==> src/rtl/issue_ctrl_if.sv <==
// Handshake bundle between ID-stage decode, writeback and the issue controller.
// The controller attaches to the slave modport; the decode/EX side drives the master.
interface issue_ctrl_if #(
   parameter int NREG = 16
);
   localparam int RW = $clog2(NREG);

   logic            i_valid;
   logic [RW-1:0]   i_rdReg1;
   logic [RW-1:0]   i_rdReg2;
   logic            i_rdReg1En;
   logic            i_rdReg2En;
   logic [RW-1:0]   i_wrReg;
   logic            i_wrRegEn;
   logic            i_sawBr;
   logic            i_sawJ;
   logic            i_hlt;
   logic [RW-1:0]   i_wbReg;
   logic            i_wbEn;
   logic            i_brResolve;
   logic            i_brTaken;
   logic            o_issue;
   logic            o_stall;
   logic            o_flush;
   logic            o_halted;
   logic [NREG-1:0] o_pendMask;

   modport master (
      output i_valid, i_rdReg1, i_rdReg2, i_rdReg1En, i_rdReg2En,
             i_wrReg, i_wrRegEn, i_sawBr, i_sawJ, i_hlt,
             i_wbReg, i_wbEn, i_brResolve, i_brTaken,
      input  o_issue, o_stall, o_flush, o_halted, o_pendMask
   );

   modport slave (
      input  i_valid, i_rdReg1, i_rdReg2, i_rdReg1En, i_rdReg2En,
             i_wrReg, i_wrRegEn, i_sawBr, i_sawJ, i_hlt,
             i_wbReg, i_wbEn, i_brResolve, i_brTaken,
      output o_issue, o_stall, o_flush, o_halted, o_pendMask
   );
endinterface

==> src/rtl/issue_ctrl.sv <==
// ID->EX issue controller: per-register pending-write scoreboard with RAW and
// structural interlock, branch/jump serialization and halt drain.
module issue_ctrl #(
   parameter int NREG      = 16,
   parameter int CNT_W     = 2,
   parameter int WB_BYPASS = 1
) (
   input  logic        i_clk,
   input  logic        i_rst,
   issue_ctrl_if.slave bus
);
   localparam int RW = $clog2(NREG);

   typedef enum logic [1:0] {RUN, BR_WAIT, DRAIN, HALTED} state_t;

   state_t           state;
   state_t           stateNxt;
   logic [CNT_W-1:0] cnt    [NREG];
   logic [CNT_W-1:0] cntNxt [NREG];
   logic [NREG-1:0]  pendNow;
   logic [NREG-1:0]  pendMask;
   logic             rawHaz;
   logic             structHaz;
   logic             issue;
   logic             stall;
   logic             flush;
   logic             halted;
   logic             incEn;
   logic             decEn;
   logic             allZero;

   // Simultaneous issue and retire of one register cancel; retire at zero is dropped.
   function automatic logic [CNT_W-1:0] nextCount(input logic [CNT_W-1:0] cur,
                                                   input logic inc, input logic dec);
      if (inc && dec) return cur;
      if (inc) return cur + CNT_W'(1);
      if (dec && cur != '0) return cur - CNT_W'(1);
      return cur;
   endfunction

   // A last outstanding write retiring this cycle is visible through the register file.
   always_comb begin
      pendNow = '0;
      for (int r = 1; r < NREG; r++) begin
         pendNow[r] = (cnt[r] != '0) &&
                      !((WB_BYPASS != 0) && bus.i_wbEn && (bus.i_wbReg == RW'(r)) &&
                        (cnt[r] == CNT_W'(1)));
      end
   end

   assign rawHaz    = (bus.i_rdReg1En && pendNow[bus.i_rdReg1]) ||
                      (bus.i_rdReg2En && pendNow[bus.i_rdReg2]);
   assign structHaz = bus.i_wrRegEn && (bus.i_wrReg != '0) && (cnt[bus.i_wrReg] == '1);
   assign allZero   = ~|pendMask;

   always_comb begin
      stateNxt = state;
      issue    = 1'b0;
      stall    = 1'b1;
      flush    = 1'b0;
      halted   = 1'b0;
      case (state)
         RUN: begin
            issue = bus.i_valid && !rawHaz && !structHaz;
            stall = bus.i_valid && !issue;
            if (issue && (bus.i_sawBr || bus.i_sawJ)) stateNxt = BR_WAIT;
            else if (issue && bus.i_hlt)             stateNxt = DRAIN;
         end
         BR_WAIT: begin
            if (bus.i_brResolve) begin
               stateNxt = RUN;
               flush    = bus.i_brTaken;
            end
         end
         DRAIN: begin
            if (allZero) stateNxt = HALTED;
         end
         HALTED: begin
            halted = 1'b1;
         end
         default: stateNxt = RUN;
      endcase
      if (i_rst) begin
         issue  = 1'b0;
         stall  = 1'b1;
         flush  = 1'b0;
         halted = 1'b0;
      end
   end

   assign incEn = issue && bus.i_wrRegEn && (bus.i_wrReg != '0);
   assign decEn = bus.i_wbEn && (bus.i_wbReg != '0);

   always_comb begin
      for (int r = 0; r < NREG; r++) cntNxt[r] = '0;
      for (int r = 1; r < NREG; r++) begin
         cntNxt[r] = nextCount(cnt[r], incEn && (bus.i_wrReg == RW'(r)),
                               decEn && (bus.i_wbReg == RW'(r)));
      end
   end

   always_ff @(posedge i_clk) begin
      if (i_rst) begin
         state    <= RUN;
         pendMask <= '0;
         for (int r = 0; r < NREG; r++) cnt[r] <= '0;
      end else begin
         state <= stateNxt;
         for (int r = 0; r < NREG; r++) begin
            cnt[r]      <= cntNxt[r];
            pendMask[r] <= (cntNxt[r] != '0);
         end
      end
   end

   assign bus.o_issue    = issue;
   assign bus.o_stall    = stall;
   assign bus.o_flush    = flush;
   assign bus.o_halted   = halted;
   assign bus.o_pendMask = pendMask;
endmodule
==> src/flat_wrapper.sv <==
// flat-port wrapper written by rule: the top's interface ports become plain ports
module issue_ctrl_flat 
#(
   parameter int NREG      = 16,
   parameter int CNT_W     = 2,
   parameter int WB_BYPASS = 1
)
  (i_clk, i_rst, bus_i_valid, bus_i_rdReg1, bus_i_rdReg2, bus_i_rdReg1En, bus_i_rdReg2En, bus_i_wrReg, bus_i_wrRegEn, bus_i_sawBr, bus_i_sawJ, bus_i_hlt, bus_i_wbReg, bus_i_wbEn, bus_i_brResolve, bus_i_brTaken, bus_o_issue, bus_o_stall, bus_o_flush, bus_o_halted, bus_o_pendMask);
  issue_ctrl_if #(.NREG(NREG)) bus_i ();
  input  logic i_clk;
  input  logic i_rst;
  input wire logic [$bits(bus_i.i_valid)-1:0] bus_i_valid;
  input wire logic [$bits(bus_i.i_rdReg1)-1:0] bus_i_rdReg1;
  input wire logic [$bits(bus_i.i_rdReg2)-1:0] bus_i_rdReg2;
  input wire logic [$bits(bus_i.i_rdReg1En)-1:0] bus_i_rdReg1En;
  input wire logic [$bits(bus_i.i_rdReg2En)-1:0] bus_i_rdReg2En;
  input wire logic [$bits(bus_i.i_wrReg)-1:0] bus_i_wrReg;
  input wire logic [$bits(bus_i.i_wrRegEn)-1:0] bus_i_wrRegEn;
  input wire logic [$bits(bus_i.i_sawBr)-1:0] bus_i_sawBr;
  input wire logic [$bits(bus_i.i_sawJ)-1:0] bus_i_sawJ;
  input wire logic [$bits(bus_i.i_hlt)-1:0] bus_i_hlt;
  input wire logic [$bits(bus_i.i_wbReg)-1:0] bus_i_wbReg;
  input wire logic [$bits(bus_i.i_wbEn)-1:0] bus_i_wbEn;
  input wire logic [$bits(bus_i.i_brResolve)-1:0] bus_i_brResolve;
  input wire logic [$bits(bus_i.i_brTaken)-1:0] bus_i_brTaken;
  output wire logic [$bits(bus_i.o_issue)-1:0] bus_o_issue;
  output wire logic [$bits(bus_i.o_stall)-1:0] bus_o_stall;
  output wire logic [$bits(bus_i.o_flush)-1:0] bus_o_flush;
  output wire logic [$bits(bus_i.o_halted)-1:0] bus_o_halted;
  output wire logic [$bits(bus_i.o_pendMask)-1:0] bus_o_pendMask;
  assign bus_i.i_valid = bus_i_valid;
  assign bus_i.i_rdReg1 = bus_i_rdReg1;
  assign bus_i.i_rdReg2 = bus_i_rdReg2;
  assign bus_i.i_rdReg1En = bus_i_rdReg1En;
  assign bus_i.i_rdReg2En = bus_i_rdReg2En;
  assign bus_i.i_wrReg = bus_i_wrReg;
  assign bus_i.i_wrRegEn = bus_i_wrRegEn;
  assign bus_i.i_sawBr = bus_i_sawBr;
  assign bus_i.i_sawJ = bus_i_sawJ;
  assign bus_i.i_hlt = bus_i_hlt;
  assign bus_i.i_wbReg = bus_i_wbReg;
  assign bus_i.i_wbEn = bus_i_wbEn;
  assign bus_i.i_brResolve = bus_i_brResolve;
  assign bus_i.i_brTaken = bus_i_brTaken;
  assign bus_o_issue = bus_i.o_issue;
  assign bus_o_stall = bus_i.o_stall;
  assign bus_o_flush = bus_i.o_flush;
  assign bus_o_halted = bus_i.o_halted;
  assign bus_o_pendMask = bus_i.o_pendMask;
  issue_ctrl #(.NREG(NREG), .CNT_W(CNT_W), .WB_BYPASS(WB_BYPASS)) u_core (.i_clk(i_clk), .i_rst(i_rst), .bus(bus_i));
endmodule
==> config.mk <==
export PLATFORM = sky130hd
export DESIGN_NAME = issue_ctrl_flat
export DESIGN_NICKNAME = d
export VERILOG_FILES = /design/src/rtl/issue_ctrl_if.sv /design/src/rtl/issue_ctrl.sv /design/src/flat_wrapper.sv
export SDC_FILE = /design/constraint.sdc
export NUM_CORES = 1
export LEC_CHECK = 0
export ABC_AREA = 0
export CORE_MARGIN = 2
export CORE_UTILIZATION = 60
export CTS_BUF_LIST = sky130_fd_sc_hd__clkbuf_16
export CTS_CLUSTER_DIAMETER = 120
export DETAILED_ROUTE_END_ITERATION = 8
export GPL_ROUTABILITY_DRIVEN = 0
export GPL_TIMING_DRIVEN = 1
export PLACE_DENSITY = 0.81
export SYNTH_ARGS = -nofsm -noshare
export SYNTH_HDL_FRONTEND = slang
export SYNTH_SLANG_ARGS = --single-unit
==> constraint.sdc <==
create_clock -name i_clk -period 6 [get_ports i_clk]
set_input_delay 0.9 -clock i_clk [delete_from_list [all_inputs] [get_ports i_clk]]
set_output_delay 0.9 -clock i_clk [all_outputs]
set_load 0.005 [all_outputs]
==> results summary <==
The flow ran to the end, and the final reports show no timing, DRC or antenna violations. The final total power is 0.000931 W. The post-synthesis sequential element count came out at 47. The number of gates resized after CTS was 0.

Static timing analysis puts the maximum clock frequency at just under 0.2 GHz. The peak fanout along the critical path came out at 13. The floorplan die area came out at around 7700 µm². The number of buffers between clock root and the deepest sink came out at 2. The count of different cell masters after synthesis is 67. The ratio of final minimum period to clock period is between 80% and 90%.

The total net switching power came out at about 0.00029 W. The data required time of the worst path is between 5 and 6 ns. The average instance area after synthesis is about 8 µm². After technology mapping, the gate count stands at between 500 and 600. Of the total power, the share spent switching nets is 31.3%.

The kind of cell with the highest combined delay along the critical path is simple AND/OR/NAND/NOR gates. The number of nets in the synthesized netlist is ~600. In the routed layout, each cell is associated on average with a via count of between 6 and 7. The total power per unit cell area is just under 200 nW/µm².

The all-layer global routing usage is 31.7%. The total routed wirelength came out at approximately 12000 µm. The floorplan has 30 rows. The core area is 6760 µm². The relative contribution of the clock network to total power is between 30% and 40%. The estimated wirelength of the detail-placed design is between 9000 and 10000 µm. The layout cell share with drive strength beyond 1 is between 5 and 6%. The clock-pin slew on the worst setup and hold paths is 0.06 ns. The via count came out at around 4400.

The horizontal die dimension is between 80 and 90 µm. Post-CTS timing repair inserted 0 buffers for setup. The tightest slew margin relative to the limit came out at between 40% and 50%. The first-pass iteration count of the detailed router is 7. The number of top-level pins came out at between 40 and 50.

The layout net count is 627. For this run, design rule violations remaining after detail routing come to 0. The clock insertion delay at the later pin of the skew report is slightly below 0.3 ns.

The clock tree root buffer cell is sky130_fd_sc_hd__clkbuf_16. Yosys mapped a number of flops with a built-in enable equal to 0. The antenna diode count came out at 0.

For this run, the register share of the synthesized area comes to between 20% and 30%. The type of the worst min-delay path is reg2reg. Setup violations remaining at the end of the flow were counted as 0.

The remaining number of nets flagged by the antenna check after routing came out at 0. The critical path goes through clkdlybuf4s50_1, and3b_1, a31oi_1, o32ai_1, nor4_1, o31a_1, or3_4, nand2_1, nand2_1, clkdlybuf4s50_1. The initial core utilization is 61.9%. The sequential share of power came out at 37.1%. The type of the setup path with the least slack is in2out.

The library cells used most frequently in the layout, excluding fill and tap cells, are 50 x sky130_fd_sc_hd__nand2_1, 48 x sky130_fd_sc_hd__nor2_1, 47 x sky130_fd_sc_hd__dfxtp_1, 46 x sky130_fd_sc_hd__clkdlybuf4s50_1, 44 x sky130_fd_sc_hd__inv_1. The fraction of the core area covered by cells at the end of the flow came out at a little under three quarters. The initial antenna violation count is 0. The library cell used most frequently in the layout, excluding fill and tap cells, is sky130_fd_sc_hd__nand2_1. The critical path data arrival time came out at about 4.3 ns. The max-slew violation count is 0. The Yosys step of the flow raised 0 warnings. The buffering stage count on the worst path with inverters included is 2. The worst clock skew is ~0.0032 ns. The count of maximum capacitance violations came out at 0. TritonCTS created 5 clock buffers.

VDD sags by at most 163 µV. The fraction of synthesis flops using an asynchronous set or reset pin is 0%. The launching element type of the critical path is an input pin. The average detailed-routed wire length per instance came out at 19.0 µm.

For this run, the leading register cell type out of synthesis is sky130_fd_sc_hd__dfxtp_1. The share of power burned in combinational logic came out at between 20% and 30%. The critical-path cell with the highest stage delay is sky130_fd_sc_hd__clkdlybuf4s50_1. The number of hold violations in the final report came out at 0. The floorplan step set the die height to 87.5 µm. The reported leakage power is approximately 1.7 nW. The clock tree synthesis step divided the H-tree into 2 levels. The first global-routing pass estimated 19000 µm of wire. Entering global routing, the biggest net connects 45 pins. At the pin with the least slew margin, the transition time is 0.886 ns. From synthesis to final layout, the design area changed by 14.8%.

The clock sink count is 47. Setup repair after global routing left no endpoint under its margin. The element type at the critical path end is a primary output. The remaining global-route overflow came out at 0. The synthesized netlist occupies a cell area of approximately 4200 µm². Summed over all failing endpoints, the final setup total negative slack is 0 ns.

The count of routing violations after the opening detailed-route iteration is 418. The routed design could run at a clock period as short as ~5.2 ns. The count of buffers added on input and output ports is 46. The total internal power is approximately 0.00064 W. The CTS tree is yes. The via count of the first global-routing pass is 3958. The stage delay of the slowest cell on the critical path came out at 0.59 ns.

The quantity of hold-fixing buffers added after cts is 0.
## Yosys cell counts, types with 3 or more instances
cell                       instances  area, µm²
sky130_fd_sc_hd__o21ai_0          11       55.1
sky130_fd_sc_hd__and4_1            4       35.0
sky130_fd_sc_hd__a221o_1           3       30.0
sky130_fd_sc_hd__nand3_1          18       90.1
sky130_fd_sc_hd__mux2_2            4       45.0
sky130_fd_sc_hd__a311oi_1          8       70.1
sky130_fd_sc_hd__clkbuf_1         14       52.6
sky130_fd_sc_hd__and2_1            8       50.1
sky130_fd_sc_hd__mux2i_1          24        240
sky130_fd_sc_hd__xnor2_1           9       78.8
sky130_fd_sc_hd__a211oi_1         11       82.6
sky130_fd_sc_hd__nor4b_1           4       35.0
sky130_fd_sc_hd__dfxtp_1          47        941
sky130_fd_sc_hd__nand4_1          12       75.1
sky130_fd_sc_hd__nand2_1          50        188
sky130_fd_sc_hd__nor2b_1           8       50.1
sky130_fd_sc_hd__nor4_2            3       37.5
sky130_fd_sc_hd__and3b_1           3       26.3
sky130_fd_sc_hd__nor3_1           14       70.1
sky130_fd_sc_hd__a21oi_1          13       65.1
sky130_fd_sc_hd__a21o_1            5       37.5
sky130_fd_sc_hd__or3_1             5       31.3
sky130_fd_sc_hd__o31ai_1           3       22.5
sky130_fd_sc_hd__o211ai_1          3       22.5
sky130_fd_sc_hd__nand3b_1          6       45.0
sky130_fd_sc_hd__a41oi_1           4       35.0
sky130_fd_sc_hd__mux4_2            3       67.6
sky130_fd_sc_hd__o31a_1            3       26.3
sky130_fd_sc_hd__nand2b_1          3       18.8
sky130_fd_sc_hd__nor3b_1           3       22.5
sky130_fd_sc_hd__nor2_1           48        180
sky130_fd_sc_hd__o21a_1            6       45.0
sky130_fd_sc_hd__ha_1             35        438
sky130_fd_sc_hd__nor4_1           12       75.1
sky130_fd_sc_hd__inv_1            43        161
sky130_fd_sc_hd__o21bai_1          6       45.0
sky130_fd_sc_hd__a31oi_1          21        131
sky130_fd_sc_hd__buf_2            10       50.1
sky130_fd_sc_hd__and3_1           12       75.1
## worst paths after layout
path	to	slack, ns	cells past startpoint	startpoint
worst max-delay path	bus_o_stall	0.84	10	bus_i_wbReg[2]
worst min-delay path	u_core.state[1]$_SDFFE_PP0P_	0.53	2	u_core.state[1]$_SDFFE_PP0P_
worst max register to register	u_core.bus.o_pendMask[3]$_SDFF_PP0_	2.81	12	u_core.cnt[13][1]$_SDFF_PP0_
worst min register to register	u_core.state[1]$_SDFFE_PP0P_	0.53	2	u_core.state[1]$_SDFFE_PP0P_
## registers in the layout, summed over array words and instances, names as in the netlist
register               count
u_core.bus.o_pendMask     15
u_core.cnt                30
u_core.state               2
## final cells by class
type	instances	area, µm²
Fill cell	570	1950
Clock buffer	5	125
Multi-Input combinational cell	417	2950
Inverter	43	161
Sequential cell	47	941
Tap cell	80	100
Clock inverter	2	33.8
Timing Repair Buffer	50	490
## routing by layer
| layer | GRT usage, % | up-vias | routed length, µm |
|---|---|---|---|
| li1 | - | 2017 | - |
| met1 | 40.9 | 2072 | 4970 |
| met2 | 50.6 | 252 | 5560 |
| met3 | 5.50 | 53 | 1130 |
| met4 | 16.4 | 0 | 582 |
| met5 | 0 | - | 0 |
## per-stage QoR
stage / instances / cell area [µm²] / worst slack, ns / hold WS (ns)
floorplan: 534 / 4190 / 2.33 / 0.467
global placement: 637 / 4650 / 1.01 / 0.500
detailed placement: 637 / 4650 / 0.923 / 0.510
CTS: 644 / 4810 / 0.910 / 0.523
global route: 644 / 4810 / 0.789 / 0.549
finish: 644 / 4810 / 0.838 / 0.527
## worst min-delay path, delay by kind of cell, from the launching register on
family	cells	cell delay, ns
AND/OR/NAND/NOR	1	0.08
AO/OA/AOI/OAI	1	0.05
flip-flops	1	0.35
## power by group through the flow
| stage | clock, W | combinational (W) | sequential, W |
|---|---|---|---|
| after floorplan | 0 | 0.000184 | 0.000347 |
| after global placement | 0 | 0.000258 | 0.000350 |
| after detailed placement | 0 | 0.000264 | 0.000351 |
| after CTS | 0.000312 | 0.000267 | 0.000344 |
| after global routing | 0.000323 | 0.000296 | 0.000347 |
| final | 0.000311 | 0.000275 | 0.000345 |
## cell families (layout without fill, tap and decap cells)
family,after synthesis,in the layout,synth area share [%]
simple gates,222,222,28.8
compound gates,119,119,20.9
buf+inv,70,100,6.94
flops,47,47,22.5
fa+ha+maj,35,35,10.5
mux,31,31,8.43
xor+xnor,9,9,1.88
other cells,1,1,0.0896
Note: power is estimated with default switching activity, not from simulation.
==> variant 1: new RTL, config.mk and constraints unchanged <==
Encoding of `state_t`: now one-hot (4 bits for 4 states).
--- a/src/rtl/issue_ctrl.sv
+++ b/src/rtl/issue_ctrl.sv
@@ -12,5 +12,5 @@
    localparam int RW = $clog2(NREG);
 
-   typedef enum logic [1:0] {RUN, BR_WAIT, DRAIN, HALTED} state_t;
+   typedef enum logic [3:0] {RUN = 4'b0001, BR_WAIT = 4'b0010, DRAIN = 4'b0100, HALTED = 4'b1000} state_t;
 
    state_t           state;
Check against the original RTL: same outputs for any inputs over 4 cycles, from zero or initial values and one cycle with i_rst high; so few cycles prove little.
==> variant 1 against the original RTL <==
Sequential power up 8.1%; sequential cell count up 2; worst setup slack better by 300 ps; area after synthesis up 5.7%; critical path depth down 1; synthesized cell count up 7.9%; design area up 4.5%; global-route usage up 1.5 points; total power down 2.1%; routed wire length up 12%; critical endpoint unchanged.
==> variant 1: results (changes against the original RTL) <==
Status = finished clean
CP max stage delay = 520 ps (-70 ps)
Critical Path AT = 3960 ps (-300 ps)
Worst vdd ir = 120.7 uV (-26%)
R2R Path End = u_core.bus.o_pendMask[14]
DR WL met2 = 6.000 mm (+7.9%)
P_sw = 0.0003013 W (+3.3%)
Comb. pwr = 0.000257 W (-7%)
CP max FO = 22 (+9)
Register area share after synthesis = 22.17% (-0.32 points)
Leakage Power = 1.802 nW (+7.8%)
Syn Inst Count = 576 (+7.9%)
DRT Wirelength = 13.67 mm (+12%)
Worst r2r path cells = 10 (-2)
Pre-CTS WS = 1208 ps (+285.4 ps)
Syn nets = 634 (+6.2%)
Mux contribution to synthesized area = 3.619% (-4.8 points)
First-pass GRT wire length = 21.84 mm (+15%)
Top cells by count, synth = nand2_1, nor2_1, dfxtp_1
Yosys cell types = 81 (+21%)
Post-DP Area = 0.004881 mm2 (+5.0%)
Synth area leaders = dfxtp_1, ha_1, nand2_1, nor2_1, inv_1
Adder-Cell Fraction of Synth Area = 8.482% (-2.0 points)
GRT Util Overall = 33.21% (+1.5 points)
Max frequency = 0.2057 GHz (+6.2%)
Largest net degree at the start of global routing = 40 (-11%)
Clock Path Buffers = 2 (unchanged)
Met1 WL = 5.643 mm (+14%)
FF-to-FF Start = u_core.cnt[8][1]
Via/cell ratio = 6.807 (-0.24%)
Post-route insts no fill = 704 (+9.3%)
Met3 wire length = 1.507 mm (+34%)
HPWL after detailed placement = 10.47 mm (+14%)
Fin Clk Skew = 9.821 ps (+6.633 ps)
Layout Nets = 662 (+5.6%)
Worst slew pin tran = 912.6 ps (+26.95 ps)
Number of global-route vias before repair = 4407 (+11%)
Clock Power = 0.000282 W (-9.3%)
Tot Pwr = 0.0009116 W (-2.1%)
Worst setup startpoint = bus_i_wbReg[3]
M2 GR Usage = 52.65% (+2.0 points)
PortBufs = 46 (unchanged)
GR Layer Usage met3 = 6.622% (+1.1 points)
==> variant 1: cell types whose count changed after synthesis, moves of 9 or more <==
| cell | change |
|---|---|
| a31oi_1 | -10 |
| nor3_1 | +12 |
| o21ai_0 | +10 |
| xnor2_1 | -9 |
| mux2i_1 | -17 |
==> variant 1: worst min path at each step <==
stage	from	end	slack, ps	cells past startpoint
floorplan	u_core.cnt[5][0]	u_core.cnt[5][0]	480	2
global placement	u_core.cnt[5][0]	u_core.cnt[5][0]	490	2
detailed placement	u_core.cnt[5][0]	u_core.cnt[5][0]	510	2
CTS	u_core.cnt[5][0]	u_core.cnt[5][0]	520	2
global route	u_core.cnt[5][0]	u_core.cnt[5][0]	570	2
finish	u_core.cnt[5][0]	u_core.cnt[5][0]	520	2
==> variant 1: area by class of cell <==
cell class	instances	area [um2]
multi-input cells	455	3128
fillers	608	2191
flip-flops and latches	49	980.9
repair buffers	49	483.0
inverters	44	165.2
clock buffers	5	125.1
well taps	99	123.9
clock inverters	3	17.52
==> variant 2: new RTL, same settings <==
Made on the original files. `WB_BYPASS` is set to 1 in 2 places; all go to 0.
--- a/src/rtl/issue_ctrl.sv
+++ b/src/rtl/issue_ctrl.sv
@@ -4,5 +4,5 @@
    parameter int NREG      = 16,
    parameter int CNT_W     = 2,
-   parameter int WB_BYPASS = 1
+   parameter int WB_BYPASS = 0
 ) (
    input  logic        i_clk,
--- a/src/flat_wrapper.sv
+++ b/src/flat_wrapper.sv
@@ -4,5 +4,5 @@
    parameter int NREG      = 16,
    parameter int CNT_W     = 2,
-   parameter int WB_BYPASS = 1
+   parameter int WB_BYPASS = 0
 )
   (i_clk, i_rst, bus_i_valid, bus_i_rdReg1, bus_i_rdReg2, bus_i_rdReg1En, bus_i_rdReg2En, bus_i_wrReg, bus_i_wrRegEn, bus_i_sawBr, bus_i_sawJ, bus_i_hlt, bus_i_wbReg, bus_i_wbEn, bus_i_brResolve, bus_i_brTaken, bus_o_issue, bus_o_stall, bus_o_flush, bus_o_halted, bus_o_pendMask);
Behaviour: not the same (a bounded check fails within 4 cycles, from zero or initial values and one cycle with i_rst high).
==> variant 2 against the original RTL <==
Total power decreased by 17%; combinational power is 37% lower; design area shrank 10%; routed wire length down 16%; sequential share of layout area grew 2.3 points; worst setup slack gained 250 ps; area after synthesis fell by 11%; sequential cell count is the same; critical path type unchanged; largest cell class unchanged; largest power group unchanged.
==> variant 2: results (changes against the original RTL) <==
Yosys top cell area share = 25.33% (+2.8 points)
DR WL/cell = 17.69 um (-6.9%)
Met1 WL = 4.366 mm (-12%)
M2 GR Usage = 50.40% (-0.22 points)
Clk_lat worst skew = 290 ps (about the same)
Mux contribution to synthesized area = 11.15% (+2.7 points)
Number of global-route vias before repair = 3462 (-13%)
Met1 Use GR = 40.57% (-0.35 points)
Initial DRC Count = 405 (-3.1%)
Total CTS buffers = 5 (unchanged)
GRT Util Overall = 30.82% (-0.86 points)
DR pass1 iterations = 6 (-1)
Top cells by count, synth = nor2_1, dfxtp_1, nand2_1
Yosys cell types = 66 (-1.5%)
Register area share after synthesis = 25.33% (+2.8 points)
DR WL met2 = 4.597 mm (-17%)
CP max stage delay = 900 ps (+310 ps)
Met3 wire length = 1.029 mm (-8.8%)
Slew margin rel. = 46.77% (+6.6 points)
HPWL after detailed placement = 7.841 mm (-15%)
Switching portion of total power = 29.20% (-2.2 points)
Detailed-route via count = 3844 (-13%)
First-pass GRT wire length = 16.00 mm (-16%)
Worst vdd ir = 204.0 uV (+25%)
Syn nets = 518 (-13%)
Status = finished clean
Critical Path AT = 4010 ps (-250 ps)
Largest net degree at the start of global routing = 67 (+49%)
Fill cells = 480 (-16%)
Fin Clk Skew = 3.844 ps (+0.6560 ps)
Synth area leaders = dfxtp_1, mux2i_1, ha_1, nor2_1, nand2_1
DR top layer = met4
Synth Area in Compound Gates = 19.80% (-1.1 points)
Layout cells sized above 1 = 5.315% (-0.36 points)
GR Layer Usage met3 = 5.109% (-0.39 points)
Post-placement cell count = 575 (-9.7%)
CTS root buffer = clkbuf_16
Clock Path Buffers = 2 (unchanged)
Layout Nets = 555 (-11%)
Leakage Power = 1.481 nW (-11%)
Syn Inst Count = 470 (-12%)
XOR/XNOR Fraction of Synth Area = 0.9431% (-0.94 points)
Adder-Cell Fraction of Synth Area = 6.736% (-3.7 points)
CP max FO = 21 (+8)
Top Family by Delay on Critical Path = buffers and inverters
## variant 2: final cells by class
type / instances / share of cell area [%]
multi-input combinational: 370 / 58.75
sequential: 47 / 21.87
timing repair buffer: 47 / 10.76
tap: 75 / 2.181
inverter: 36 / 3.141
clock inverter: 3 / 0.3781
clock buffer: 5 / 2.909
## variant 2: metrics by stage
| step | setup WS, ps | area (um2) |
|---|---|---|
| 2_1_floorplan | 2637 | 3715 |
| 3_3_place_gp | 1355 | 4160 |
| 3_5_place_dp | 1203 | 4160 |
| 4_1_cts | 1170 | 4302 |
| 5_1_grt | 942.6 | 4302 |
| 6_report | 1090 | 4302 |
## variant 2: path summary, 6_finish.rpt
| kind | startpoint | to | slack, ps | cells after the start |
|---|---|---|---|---|
| worst min register to register | u_core.cnt[1][0] | u_core.cnt[1][0] | 550 | 2 |
| worst min-delay path | u_core.cnt[1][0] | u_core.cnt[1][0] | 550 | 2 |
| worst max-delay path | bus_i_wrReg[0] | bus_o_issue | 1090 | 8 |
| worst max register to register | u_core.cnt[7][0] | u_core.cnt[1][1] | 2570 | 9 |
## variant 2: power groups by stage
| stage | Sequential (W) | Combinational [W] | Clock (W) |
|---|---|---|---|
| final | 0.000328 | 0.000172 | 0.000273 |
| after global routing | 0.000328 | 0.000187 | 0.000284 |
| after CTS | 0.000328 | 0.000168 | 0.000274 |
| after detailed placement | 0.000335 | 0.000167 | 0 |
| after global placement | 0.000335 | 0.000164 | 0 |
| after floorplan | 0.000333 | 0.000110 | 0 |
## variant 2: worst register-to-register path, cell delays in order, from the launching register on
cell and delay [ps]:
dfxtp_1 390, inv_1 100, ha_1 290, mux4_2 480, and3b_1 170, o31a_1 360
o211ai_4 690, o21ai_0 400, or3_1 390, o211ai_1 80
